$ cat src/rtl/seg_display_driver.sv
// Four-digit hex driver for a multiplexed common-anode 7-segment display.
// New values are staged in a pending register and only reach the display at frame boundaries.
module seg_display_driver #(
    parameter int DIV_WIDTH = 16,
    parameter bit LZB       = 1'b0
) (
    input  logic        CLK,
    input  logic        rst,
    input  logic [15:0] value,
    input  logic        value_we,
    input  logic        do_halt,
    output logic [7:0]  SEG,
    output logic [3:0]  SEG_SEL
);

    typedef enum logic {
        BLANK,
        SHOW
    } state_t;

    logic [DIV_WIDTH-1:0] cnt_q, cnt_d;
    state_t               state_q, state_d;
    logic [1:0]           dig_q, dig_d;
    logic [15:0]          pending_q, pending_d;
    logic [15:0]          shadow_q, shadow_d;
    logic                 pend_v_q, pend_v_d;
    logic                 do_halt_q, do_halt_d;

    logic                 tick;
    logic                 frame_end;
    logic [3:0]           nibble;
    logic                 lead_zero;

    function automatic logic [6:0] font(input logic [3:0] n);
        case (n)
            4'h0:    font = 7'h40;
            4'h1:    font = 7'h79;
            4'h2:    font = 7'h24;
            4'h3:    font = 7'h30;
            4'h4:    font = 7'h19;
            4'h5:    font = 7'h12;
            4'h6:    font = 7'h02;
            4'h7:    font = 7'h78;
            4'h8:    font = 7'h00;
            4'h9:    font = 7'h10;
            4'hA:    font = 7'h08;
            4'hB:    font = 7'h03;
            4'hC:    font = 7'h46;
            4'hD:    font = 7'h21;
            4'hE:    font = 7'h06;
            default: font = 7'h0E;
        endcase
    endfunction

    always_ff @(posedge CLK) begin
        if (rst) begin
            cnt_q     <= '0;
            state_q   <= BLANK;
            dig_q     <= 2'd0;
            pending_q <= 16'h0000;
            shadow_q  <= 16'h0000;
            pend_v_q  <= 1'b0;
            do_halt_q <= 1'b0;
        end else begin
            cnt_q     <= cnt_d;
            state_q   <= state_d;
            dig_q     <= dig_d;
            pending_q <= pending_d;
            shadow_q  <= shadow_d;
            pend_v_q  <= pend_v_d;
            do_halt_q <= do_halt_d;
        end
    end

    assign tick      = (cnt_q == {DIV_WIDTH{1'b1}});
    assign frame_end = tick && (dig_q == 2'd3);

    always_comb begin
        cnt_d     = cnt_q + 1'b1;
        state_d   = state_q;
        dig_d     = dig_q;
        pending_d = pending_q;
        shadow_d  = shadow_q;
        pend_v_d  = pend_v_q;
        do_halt_d = do_halt;

        case (state_q)
            BLANK: state_d = SHOW;
            SHOW: begin
                if (tick) begin
                    state_d = BLANK;
                    dig_d   = dig_q + 2'd1;
                end
            end
            default: state_d = BLANK;
        endcase

        // A write landing exactly on the boundary bypasses pending so it is not delayed a frame.
        if (frame_end) begin
            if (value_we) begin
                shadow_d  = value;
                pending_d = value;
            end else if (pend_v_q) begin
                shadow_d = pending_q;
            end
            pend_v_d = 1'b0;
        end else if (value_we) begin
            pending_d = value;
            pend_v_d  = 1'b1;
        end
    end

    always_comb begin
        nibble    = shadow_q[3:0];
        lead_zero = 1'b0;
        case (dig_q)
            2'd0: nibble = shadow_q[3:0];
            2'd1: begin
                nibble    = shadow_q[7:4];
                lead_zero = (shadow_q[15:4] == 12'h000);
            end
            2'd2: begin
                nibble    = shadow_q[11:8];
                lead_zero = (shadow_q[15:8] == 8'h00);
            end
            default: begin
                nibble    = shadow_q[15:12];
                lead_zero = (shadow_q[15:12] == 4'h0);
            end
        endcase
    end

    // Outputs come from registers only; BLANK turns everything off between digits.
    always_comb begin
        SEG     = 8'hFF;
        SEG_SEL = 4'hF;
        if (state_q == SHOW) begin
            SEG_SEL  = ~(4'b0001 << dig_q);
            SEG[6:0] = (LZB && lead_zero) ? 7'h7F : font(nibble);
            SEG[7]   = ~(do_halt_q && (dig_q == 2'd0));
        end
    end

endmodule

$ cat config.mk
export PLATFORM = sky130hd
export DESIGN_NAME = seg_display_driver
export DESIGN_NICKNAME = d
export VERILOG_FILES = /design/src/rtl/seg_display_driver.sv
export SDC_FILE = /design/constraint.sdc
export NUM_CORES = 1
export LEC_CHECK = 0
export ABC_AREA = 1
export CAP_MARGIN = 20
export CORE_MARGIN = 4
export CORE_UTILIZATION = 24
export CTS_CLUSTER_SIZE = 25
export DETAILED_ROUTE_END_ITERATION = 8
export GPL_TIMING_DRIVEN = 0
export HOLD_SLACK_MARGIN = 0.05
export PLACE_DENSITY = 0.47
export SLEW_MARGIN = 25
export SYNTH_ARGS = -nofsm -noshare
export SYNTH_HDL_FRONTEND = slang
export SYNTH_SLANG_ARGS = --single-unit
$ cat constraint.sdc
create_clock -name CLK -period 4.5 [get_ports CLK]
set_input_delay 0.9 -clock CLK [delete_from_list [all_inputs] [get_ports CLK]]
set_output_delay 0.9 -clock CLK [all_outputs]
set_load 0.005 [all_outputs]
# Word level (Yosys, flattened, before mapping)
# Memory sizes are Yosys's and may differ from the RTL's.
# Index checks and enable logic that the tools add are counted.
[totals] out_inout_bits=12 mem_bits_rw=0 memories=1 word_cells=32 romBits=112 latch_bits=0 inputBits=20 ff_bits=53
[classes] eq_ne=4 add_sub_neg=2 div_mod_pow=0 bitwise_logic=3 shifts=1 mux=7 mul=0 n_reduce_logical=7 magnitude_cmp=0
[memory_table] memory="(no name shown)" words=16 word_bits=7 rd=1 rd_ports_with_merged_regs=0 write_ports=0 line="35" source="case (n)"
[ops] op="$mux 16" n=2
[ops] op="$add 16x1->16 const B" n=1
[ops] op="$eq 16x16->1 const B" n=1
[ops] op="$pmux 4 s3" n=1
[ops] op="$mux 8" n=1
[ops] op="$eq 2x2->1 const B" n=2
[ops] op="$mux 4" n=1
[ops] op="$not 4->4" n=1
[ops] op="$reduce_and 2->1" n=2
[ops] op="$shl 1x2->4 const A" n=1
[ops] op="$add 2x1->2 const B" n=1
[ops] op="$eq 2x1->1 const B" n=1
[ops] op="$logic_and 1x1->1" n=2
[ops] op="$logic_not 2->1" n=1
[ops] op="$not 1->1" n=2
[ops] op="$pmux 1 s2" n=1
[ops] op="$reduce_bool 2->1" n=1
[ops] op="$reduce_or 2->1" n=1
[ops] op="$mux 1" n=1

# Logic depth before layout (Yosys ltp)
[depth] ltp_word=4 depth_mapped=13

# Worst setup path before layout
# No wires, ideal clock.
[synth_path] kind="register -> output" startpoint="register dig_q[0]" endpoint="output port SEG[5]" n_path_buf=0 path_stages_with_launch=12 required_time_ns=3.600 setup_slack_ns=1.843 t_arrival_ns=1.757 cell_sequence="dfxtp_1 > inv_1 > ha_1 > nand2_1 > nand2_1 > o22ai_1 > inv_1 > ha_1 > nand3_1 > nand2_1 > nand2_1 > nand3_1"
[synth_via] elab_chain_len=4 word_cells_on_any_way=6
[synth_lines] item="from (decl)" line="23" source="logic [1:0] dig_q, dig_d;"
[synth_lines] item="from (signal assigned)" line="67" source="dig_q <= dig_d;"
[synth_lines] item="$eq 2x2->1 (tied with other cells)"
[synth_lines] item="$pmux 4 s3 *" line="116" source="case (dig_q)"
[synth_lines] item="$mem_v2 16x7 *"
[synth_lines] item="$mux 8 *" line="137" source="if (state_q == SHOW) begin"
[synth_lines] item="to (decl)" line="12" source="output logic [7:0] SEG,"
# Mark *: on every way between the ends. The rest lies on a longest branch, timed or not.

# Worst setup path in the final report
[layout_path] startpoint="register dig_q[0]" endpoint="output port SEG[3]"
# The elaborated chain is that of the path after synthesis.

==> metrics.md <==
| Metric | Value |
|---|---|
| Maximum vdd drop | `0.173 mV` |
| Most common cell in the netlist | `nand2_1` |
| Congestion Overflow GR | `0` |
| Unique cell type count in the Yosys netlist | `26` |
| Most common library cells after synthesis | `87 x nand2_1, 53 x dfxtp_1, 53 x inv_1` |
| CP max stage cell | `clkdlybuf4s50_1` |
| # setup viols final | `0` |
| Number of synthesized register bits | `between 50 and 60` |
| Drt total wl | `6360 µm` |
| CTS Root Cell | `clkbuf_16` |
| Die H | `115 µm` |
| Register area share after synthesis | `38.3%` |
| # hold bufs at CTS | `0` |
| Setup CP Type | `reg -> out` |
| Area share of the leading cell type in the synthesized netlist | `a little under two fifths` |
| Final Cycle Share | `about 83%` |
| Post-Syn Area | `2770 µm²` |
| Final ANT Viol Nets | `0` |
| Crit Path Max Fanout | `6` |
| Crit-path cells | `inv_1 > ha_1 > nand2_1 > nand2_1 > o22ai_1 > inv_1 > ha_1 > nand3_1 > nand2_1 > nand2_1 > nand3_1 > clkdlybuf4s50_1` |
| Worst Tran Pin Value | `479 ps` |
| Synth Flop Type | `dfxtp_1` |
| GR met3 Demand/Resource | `around 1.6%` |
| Layout cells sized above 1 | `7.53%` |
| Top cells by area, synth | `dfxtp_1 38%, nand2_1 12%, inv_1 7.2%` |
| Max-Cap Viols | `0` |
| RSZ-0062 raised after global routing | `no` |
| Synthesized Nets | `420` |
| Global route hottest layer | `met2` |
| CP Data Required Time | `3600 ps` |
| Site Rows | `38` |
| Status | `complete, no violations` |
| Clock transition at path regs | `70 ps` |
| Total CTS buffers | `5` |
| Cells after synthesis | `388` |
| Crit path buf inv count | `3` |
| Final setup skew | `2.98 ps` |
| Power Dens Cells | `301 nW/µm²` |
| Vias per cell | `approximately 4.3` |
| CP peak stage delay | `470 ps` |
| Startpoint Class | `flip-flop` |
| Post CTS Setup Buffer Count | `0` |
| CTS Sinks | `53` |
| Final nets | `456` |
| I/O Buffers | `29` |
| Layout Cells excl Fill | `565` |
| # diodes | `0` |
| DP Wirelength | `4980 µm` |
| Max Freq | `268 MHz` |
| Cell type with the largest total area after synthesis | `dfxtp_1` |
| Area Growth Syn to Fin | `23.2%` |
| Final WS setup | `between 700 and 800 ps` |
| Static Leak | `0.00145 µW` |
| CP arrival | `2830 ps` |
| # resized after CTS | `0` |
| Clock buffer depth | `2` |
| Chip width | `115 µm` |
| Mean post-synth cell area | `7.13 µm²` |
| DP Worst Slack | `1080 ps` |
| Synth async-reset ratio | `0%` |
| Wire per inst | `11.2 µm` |
| DP Cell Count | `between 500 and 600` |
| Gr usage total | `10.3%` |
| Largest net degree at the start of global routing | `17` |
| Worst-case headroom to the max-slew limit | `68.0%` |
| Core Area | `between 10000 and 15000 µm²` |
| CTS tree | `yes` |
| Worst skew pair latency | `290 ps` |
| DR vias | `approximately 2400` |
| H-tree levels | `2` |
| Initial antenna violation count | `0` |
| Gp weighted congestion | `0.801` |
| Crit. End Element | `output port` |
| Initial Util | `25.0%` |
| Yosys warnings | `0` |
| Vias in the first global route | `about 2400` |
| Met1 Track Usage GR | `14.9%` |
| Post-layout min period | `approximately 3700 ps` |
| EDFF count, synth | `0` |
| Final Hold Viols | `0` |
| Worst hold path type | `reg -> reg` |
| Crit-path leading delay family | `buffers and inverters` |
| Initial DRC Count | `123` |
| Die area | `13300 µm²` |
| GRT met2 Usage | `between 15 and 20%` |
| Setup TNS | `0 ps` |
| Io pins | `32` |
| DRC | `0` |
| First drt pass iteration count | `4` |
| First-pass GRT wire length | `between 10000 and 15000 µm` |
| Most frequent CP cell | `nand2_1` |
| Max Transition Viols Final | `0` |
-- sequential cells by signal, summed over array words and instances, names as in the netlist --
name and count:
cnt_q 16, dig_q 2, pending_q 16, state_q 1, do_halt_q 1, shadow_q 16
pend_v_q 1
-- metrics by stage --
stage               util [%]  area (µm²)  power (µW)  hold WS, ps
floorplan                  -        2770         546          418
global placement        29.2        3230         581          433
detailed placement      29.2        3230         582          445
CTS                     30.8        3410        1030          457
global route            30.8        3410        1070          477
finish                  30.8        3410        1020          453
-- where the power goes --
part	switching, µW	internal, µW
Sequential	4.17	482
Combinational	42.6	40.4
Clock	178	278
Total	224	801
-- kinds of logic after synthesis --
family	after synthesis	synth area share, %
XOR/XNOR	1	0.317
flip-flops	53	38.3
AO/OA/AOI/OAI	57	12.2
adder cells (fa/ha/maj)	12	5.42
buffers and inverters	75	11.8
AND/OR/NAND/NOR	190	32.0
-- final timing paths --
path	to	from	depth (start not counted)	slack, ps
max	SEG[3]	dig_q[0]$_SDFFE_PP0P_	12	770
min	cnt_q[0]$_SDFF_PP0_	cnt_q[0]$_SDFF_PP0_	1	450
max reg2reg	shadow_q[2]$_SDFFE_PP0P_	cnt_q[0]$_SDFF_PP0_	9	2880
min reg2reg	cnt_q[0]$_SDFF_PP0_	cnt_q[0]$_SDFF_PP0_	1	450
-- layout make-up --
| cell class | instances | area [µm²] |
|---|---|---|
| Inverter | 55 | 206 |
| Buffer | 20 | 120 |
| Sequential cell | 53 | 1060 |
| Multi-Input combinational cell | 260 | 1380 |
| Tap cell | 140 | 175 |
| Clock inverter | 2 | 37.5 |
| Timing Repair Buffer | 29 | 290 |
| Clock buffer | 6 | 139 |
| Fill cell | 1242 | 7670 |
-- cell usage in the layout (no fill, tap or decap), drive strengths merged, types with 3 or more instances in the layout --
cell type,Yosys,routed
clkdlybuf4s50,0,29
buf,8,8
o21ai,8,8
dfxtp,53,53
nor3,3,3
nand2,96,96
ha,12,12
inv,55,55
clkbuf,12,18
nand4,21,21
nand3,27,27
o21a,17,17
a21oi,30,30
nor2,41,41
-- metal layers --
metal | routed length, µm | share of wire [%]
met1 | 3380 | 53
met3 | 202 | 3.2
met2 | 2680 | 42
met4 | 92 | 1.4
met5 | 0 | 0
Note: power is estimated with default switching activity, not from simulation.
